==> src/rtl/riscv_mem_pkg.sv <==
// Shared definitions for the unified instruction/data memory arbiter:
// source tags, the fetch funct3 code and the in-flight tag record.
package riscv_mem_pkg;

    localparam logic       SRC_IF            = 1'b0;
    localparam logic       SRC_DM            = 1'b1;
    localparam logic [2:0] FUNCT3_LW         = 3'b010;
    localparam int         DEFAULT_DATA_BASE = 48;

    typedef struct packed {
        logic valid;
        logic src;
        logic killed;
    } tag_t;

endpackage

==> src/rtl/mem_tag_pipe.sv <==
// Fixed-depth shift register of in-flight read tags; the tail entry lines up
// with the memory read data returning this cycle.
module mem_tag_pipe
    import riscv_mem_pkg::*;
#(
    parameter int LAT = 1
) (
    input  logic clk,
    input  logic rst,
    input  logic push_valid,
    input  logic push_src,
    input  logic kill_if,
    output logic out_valid,
    output logic out_src,
    output logic out_killed
);

    tag_t stage_q [LAT];
    tag_t stage_d [LAT];

    // Next stage contents: new entry at the head, kill marks applied as entries advance
    always_comb begin
        stage_d[0].valid  = push_valid;
        stage_d[0].src    = push_src;
        stage_d[0].killed = 1'b0;
        for (int i = 1; i < LAT; i++) begin
            stage_d[i] = stage_q[i-1];
            if (kill_if && (stage_q[i-1].src == SRC_IF)) begin
                stage_d[i].killed = 1'b1;
            end else begin
                stage_d[i].killed = stage_q[i-1].killed;
            end
        end
    end

    // Tag storage with synchronous clear
    always_ff @(posedge clk) begin
        for (int i = 0; i < LAT; i++) begin
            if (rst) begin
                stage_q[i] <= '0;
            end else begin
                stage_q[i] <= stage_d[i];
            end
        end
    end

    assign out_valid  = stage_q[LAT-1].valid;
    assign out_src    = stage_q[LAT-1].src;
    assign out_killed = stage_q[LAT-1].killed;

endmodule

==> src/rtl/unified_mem_arbiter.sv <==
// Per-cycle arbiter sharing one memory port between instruction fetch and
// load/store, with bounded fetch starvation and in-order response steering.
module unified_mem_arbiter
    import riscv_mem_pkg::*;
#(
    parameter int XLEN       = 32,
    parameter int MEM_LAT    = 1,
    parameter int DATA_BASE  = DEFAULT_DATA_BASE,
    parameter int STARVE_MAX = 4
) (
    input  logic            clk,
    input  logic            rst,
    input  logic            if_req,
    input  logic [XLEN-1:0] if_addr,
    input  logic            if_flush,
    output logic            if_gnt,
    output logic            if_rvalid,
    output logic [XLEN-1:0] if_rdata,
    input  logic            dm_req,
    input  logic            dm_we,
    input  logic [2:0]      dm_func,
    input  logic [XLEN-1:0] dm_addr,
    input  logic [XLEN-1:0] dm_wdata,
    output logic            dm_gnt,
    output logic            dm_rvalid,
    output logic [XLEN-1:0] dm_rdata,
    output logic            mem_req,
    output logic            mem_we,
    output logic [2:0]      mem_func,
    output logic [XLEN-1:0] mem_addr,
    output logic [XLEN-1:0] mem_wdata,
    input  logic [XLEN-1:0] mem_rdata
);

    localparam int SW = $clog2(STARVE_MAX + 1);
    localparam logic [SW-1:0] STARVE_TOP = SW'(STARVE_MAX);

    logic [SW-1:0]   starve_q, starve_d;
    logic [XLEN-1:0] if_rdata_q, if_rdata_d;
    logic [XLEN-1:0] dm_rdata_q, dm_rdata_d;
    logic            force_if_s;
    logic            tail_valid_s, tail_src_s, tail_killed_s;

    // Grant selection: data wins unless fetch has waited STARVE_MAX cycles
    always_comb begin
        force_if_s = if_req && (starve_q == STARVE_TOP);
        dm_gnt     = 1'b0;
        if_gnt     = 1'b0;
        starve_d   = '0;
        if (!rst) begin
            dm_gnt = dm_req && !force_if_s;
            if_gnt = if_req && !dm_gnt;
            if (if_req && !if_gnt) begin
                starve_d = (starve_q == STARVE_TOP) ? starve_q : starve_q + 1'b1;
            end else begin
                starve_d = '0;
            end
        end else begin
            starve_d = '0;
        end
    end

    // Memory command mux; idle cycles drive zeros so mem_we never glitches
    always_comb begin
        mem_req   = if_gnt | dm_gnt;
        mem_we    = 1'b0;
        mem_func  = 3'b000;
        mem_addr  = '0;
        mem_wdata = '0;
        if (dm_gnt) begin
            mem_we    = dm_we;
            mem_func  = dm_func;
            mem_addr  = dm_addr + XLEN'(DATA_BASE);
            mem_wdata = dm_wdata;
        end else if (if_gnt) begin
            mem_func  = FUNCT3_LW;
            mem_addr  = if_addr;
        end else begin
            mem_we    = 1'b0;
        end
    end

    mem_tag_pipe #(
        .LAT (MEM_LAT)
    ) u_tag_pipe (
        .clk        (clk),
        .rst        (rst),
        .push_valid (if_gnt | (dm_gnt & ~dm_we)),
        .push_src   (dm_gnt ? SRC_DM : SRC_IF),
        .kill_if    (if_flush),
        .out_valid  (tail_valid_s),
        .out_src    (tail_src_s),
        .out_killed (tail_killed_s)
    );

    // Response steering; a flush also suppresses a fetch returning this cycle
    always_comb begin
        if_rvalid  = 1'b0;
        dm_rvalid  = 1'b0;
        if_rdata_d = '0;
        dm_rdata_d = '0;
        if (!rst) begin
            if_rvalid  = tail_valid_s && (tail_src_s == SRC_IF) && !tail_killed_s && !if_flush;
            dm_rvalid  = tail_valid_s && (tail_src_s == SRC_DM);
            if_rdata_d = if_rvalid ? mem_rdata : if_rdata_q;
            dm_rdata_d = dm_rvalid ? mem_rdata : dm_rdata_q;
        end else begin
            if_rvalid  = 1'b0;
            dm_rvalid  = 1'b0;
        end
    end

    assign if_rdata = if_rdata_d;
    assign dm_rdata = dm_rdata_d;

    // State registers
    always_ff @(posedge clk) begin
        if (rst) begin
            starve_q   <= '0;
            if_rdata_q <= '0;
            dm_rdata_q <= '0;
        end else begin
            starve_q   <= starve_d;
            if_rdata_q <= if_rdata_d;
            dm_rdata_q <= dm_rdata_d;
        end
    end

endmodule
==> config.mk <==
export PLATFORM = sky130hd
export DESIGN_NAME = unified_mem_arbiter
export DESIGN_NICKNAME = d
export VERILOG_FILES = /design/src/rtl/riscv_mem_pkg.sv /design/src/rtl/mem_tag_pipe.sv /design/src/rtl/unified_mem_arbiter.sv
export SDC_FILE = /design/constraint.sdc
export NUM_CORES = 1
export LEC_CHECK = 0
export BUFFER_PORTS_ARGS = -buffer_cell sky130_fd_sc_hd__buf_4
export CORE_AREA = 2 2 106 108
export DETAILED_ROUTE_END_ITERATION = 10
export DIE_AREA = 0 0 108 110
export GPL_ROUTABILITY_DRIVEN = 0
export PLACE_DENSITY = 0.72
export SETUP_SLACK_MARGIN = 0.1
export SYNTH_ARGS = -nofsm -noshare
export SYNTH_HDL_FRONTEND = slang
export SYNTH_SLANG_ARGS = --single-unit
==> constraint.sdc <==
create_clock -name clk -period 2.7 [get_ports clk]
set_clock_uncertainty 0.15 [all_clocks]
set_input_delay 0.27 -clock clk [delete_from_list [all_inputs] [get_ports clk]]
set_output_delay 0.27 -clock clk [all_outputs]
set_load 0.02 [all_outputs]
==> flow_summary.toml <==
[status]
outcome = "completed"

[finish]
nets = 934
multi_input_area_um2 = 2350
fin_cells = 935
regArea_um2 = 1380
areaGrowthSynthToFinish_pct = 60.1
antennaDiodeCount = 0
drive_gt1_share_pct = 38.1
num-fill-cells = 970

[timing]
slew_headroom_pct = 63.8
layout_min_cycle_time_ps = 2500
slew_viol_final = 0
tns_ps = 0
tightest_slew_ps = 544
rsz0062_at_grt = "true"
finalCritPeriodShare_pct = 92.7
finalHoldViolations = 0
setup_slack_ps = 198
max_freq_mhz = 400
setup_viol = 0

[synth]
synth_async_sr_flop_share_pct = 0
synth_warnings = 0
syn_area_um2 = 3890
seq_area_frac_synth_pct = 35.5
yosysMostFrequentCell = "nand2_1"
syn_inst = 539
synth_top_area_share_pct = 35.5
synth-edff-count = 0
yosys.area.top_type = "dfxtp_1"
synthTopCellsByArea = "dfxtp_1 36%, a21oi_1 17%, nand2_1 14%, a22o_1 7.2%, and2_1 6.4%"
ys_ff_latch = 69
synth_common_cells = "141 x nand2_1, 129 x a21oi_1, 69 x dfxtp_1"
syn_nets = 679
dominantRegCellSynth = "dfxtp_1"
post_synth.cell_area_avg_um2 = 7.21
yosys.cell_types.count = 33

[route]
detail-route-antenna-nets = 0
routedWlPerCell_um = 15.9
drtIter0Drc = 311
drt-total-wl_um = 14900
firstDrtPassIters = 5
drc = 0
vias = 4740
via_per_inst = 5.07

[grt]
grt_pass1_wl_um = 21800
grt_max_degree = 69
grt_pass1_vias = 4461
gr-usage-all-layers_pct = 23.7
antenna_found_initial = 0
grt_overflow_total = 0

[setup_path]
r2r_start = "u_tag_pipe.stage_q[0][1]"
cp-end-kind = "primary output"
required_ps = 2280
cp.arrival_ps = 2080
reg2regPathDepth = 4
worstSetupPathType = "reg2out"
startpoint_type = "register"
rrSetupSlack_ps = 1000
r2r_end = "if_rdata_q[23]"
crit_fanout = 68

[placed_design]
pre_cts_slack_ps = 169
dp.cells = 922
port_buffers = 273
hpwl_um = 11900

[clock_network]
cts.htree.levels = 3
cts_max_path_buffers = 2
cts_buffers = 9
clock_sinks = 69
cts.clk_slew.worst_paths_ps = 70
cts-root-buf = "clkbuf_8"
insertion_delay_ps = 350
cts_tree = "done"

[floorplanning]
die_h_um = 110
pin_count = 274
coreArea_um2 = 10700
floorplan.initialDensity_pct = 36.4
fp-row-count = 38
dieWidth_um = 108
design.die.area_um2 = 11900

[hold_path]
hp-start = "if_req"
hold_path.class = "in2reg"
holdPathEnd = "u_tag_pipe.stage_q[0][0]"
worstHoldPathCells = 2

[power_and_ir_drop]
leakage_uw = 0.00282
vdd_drop_max_v = 0.000250
power_density_nw_per_um2 = 378

[run]
max_cap_violations = 0
==> report_power, final <==
group          total [uW]  switching, uW  internal [uW]
Clock                 654            340            314
Sequential           1050           7.99           1040
Combinational         649            340            309
==> sequential cells by signal, summed over array words and instances, names as in the netlist <==
register	flops
dm_rdata_q	32
if_rdata_q	32
starve_q	3
u_tag_pipe.stage_q	2
==> worst max-delay path: stages (launching register included) <==
cell and delay, ps:
dfxtp_1 360, inv_1 60, ha_1 260, a311oi_4 310, buf_12 270, a22o_1 260, buf_4 180
==> per-stage QoR <==
stage | util, % | hold slack (ps) | total power [uW] | area (um2)
CTS | 58.1 | 27.7 | 2370 | 6220
detailed placement | 56.8 | 306 | 1720 | 6080
global route | 58.2 | 46.4 | 2460 | 6230
floorplan | - | 236 | 1370 | 3890
global placement | 56.8 | 287 | 1710 | 6080
finish | 58.2 | 41.9 | 2360 | 6230
==> worst max-delay path by stage <==
stage | start | endpoint | slack (ps) | cells past startpoint
after floorplan | starve_q[0] | mem_addr[29] | 510 | 8
after global placement | dm_addr[4] | mem_addr[26] | 240 | 9
after detailed placement | dm_addr[4] | mem_addr[26] | 170 | 9
after CTS | starve_q[0] | mem_addr[2] | 160 | 9
after global routing | starve_q[0] | mem_addr[2] | 100 | 9
final | starve_q[0] | mem_addr[2] | 200 | 6
==> layout make-up <==
type                    count  area share [%]
well taps                 140            2.81
multi-input cells         422            37.7
repair buffers            283            34.6
inverters                   9           0.542
flip-flops and latches     69            22.2
clock buffers              12            2.17
==> cell families (layout without fill, tap and decap cells) <==
logic type	Yosys count	after routing	synth area share, %
AOI/OAI and AO/OA	166	166	25.0
and+or+nand+nor	226	226	27.7
xor gates and xnor gates	26	26	5.86
DFF	69	69	35.5
muxes	1	1	0.257
buffers and inverters	48	304	4.73
adders and majority gates	3	3	0.965
==> repair_timing <==
item | 4_1_cts | 5_1_grt
gates resized for setup | 0 | 1
buffers inserted | 0 | 1
endpoints found under the setup margin | 0 | 17
hold buffers | 0 | 0
==> layout by cell type, fill, tap and decap left out, drive strengths merged, types with 3 or more instances in the layout <==
cell type,instances
nand2,141
and2,40
xor2,9
nor4,4
clkbuf,12
xnor2,17
and4,4
ha,3
dfxtp,69
a22o,32
buf,283
a21oi,129
nand3,8
nor2,13
inv,9
nand4,5
==> routing by layer <==
layer / part of all wire [%] / track usage, % / wire, um
met5: 0 / 0 / 0
met4: 3.2 / 10.4 / 476
met3: 7.1 / 5.70 / 1050
met2: 51 / 42.9 / 7610
met1: 39 / 26.5 / 5730
(Power assumes the default switching activity.)
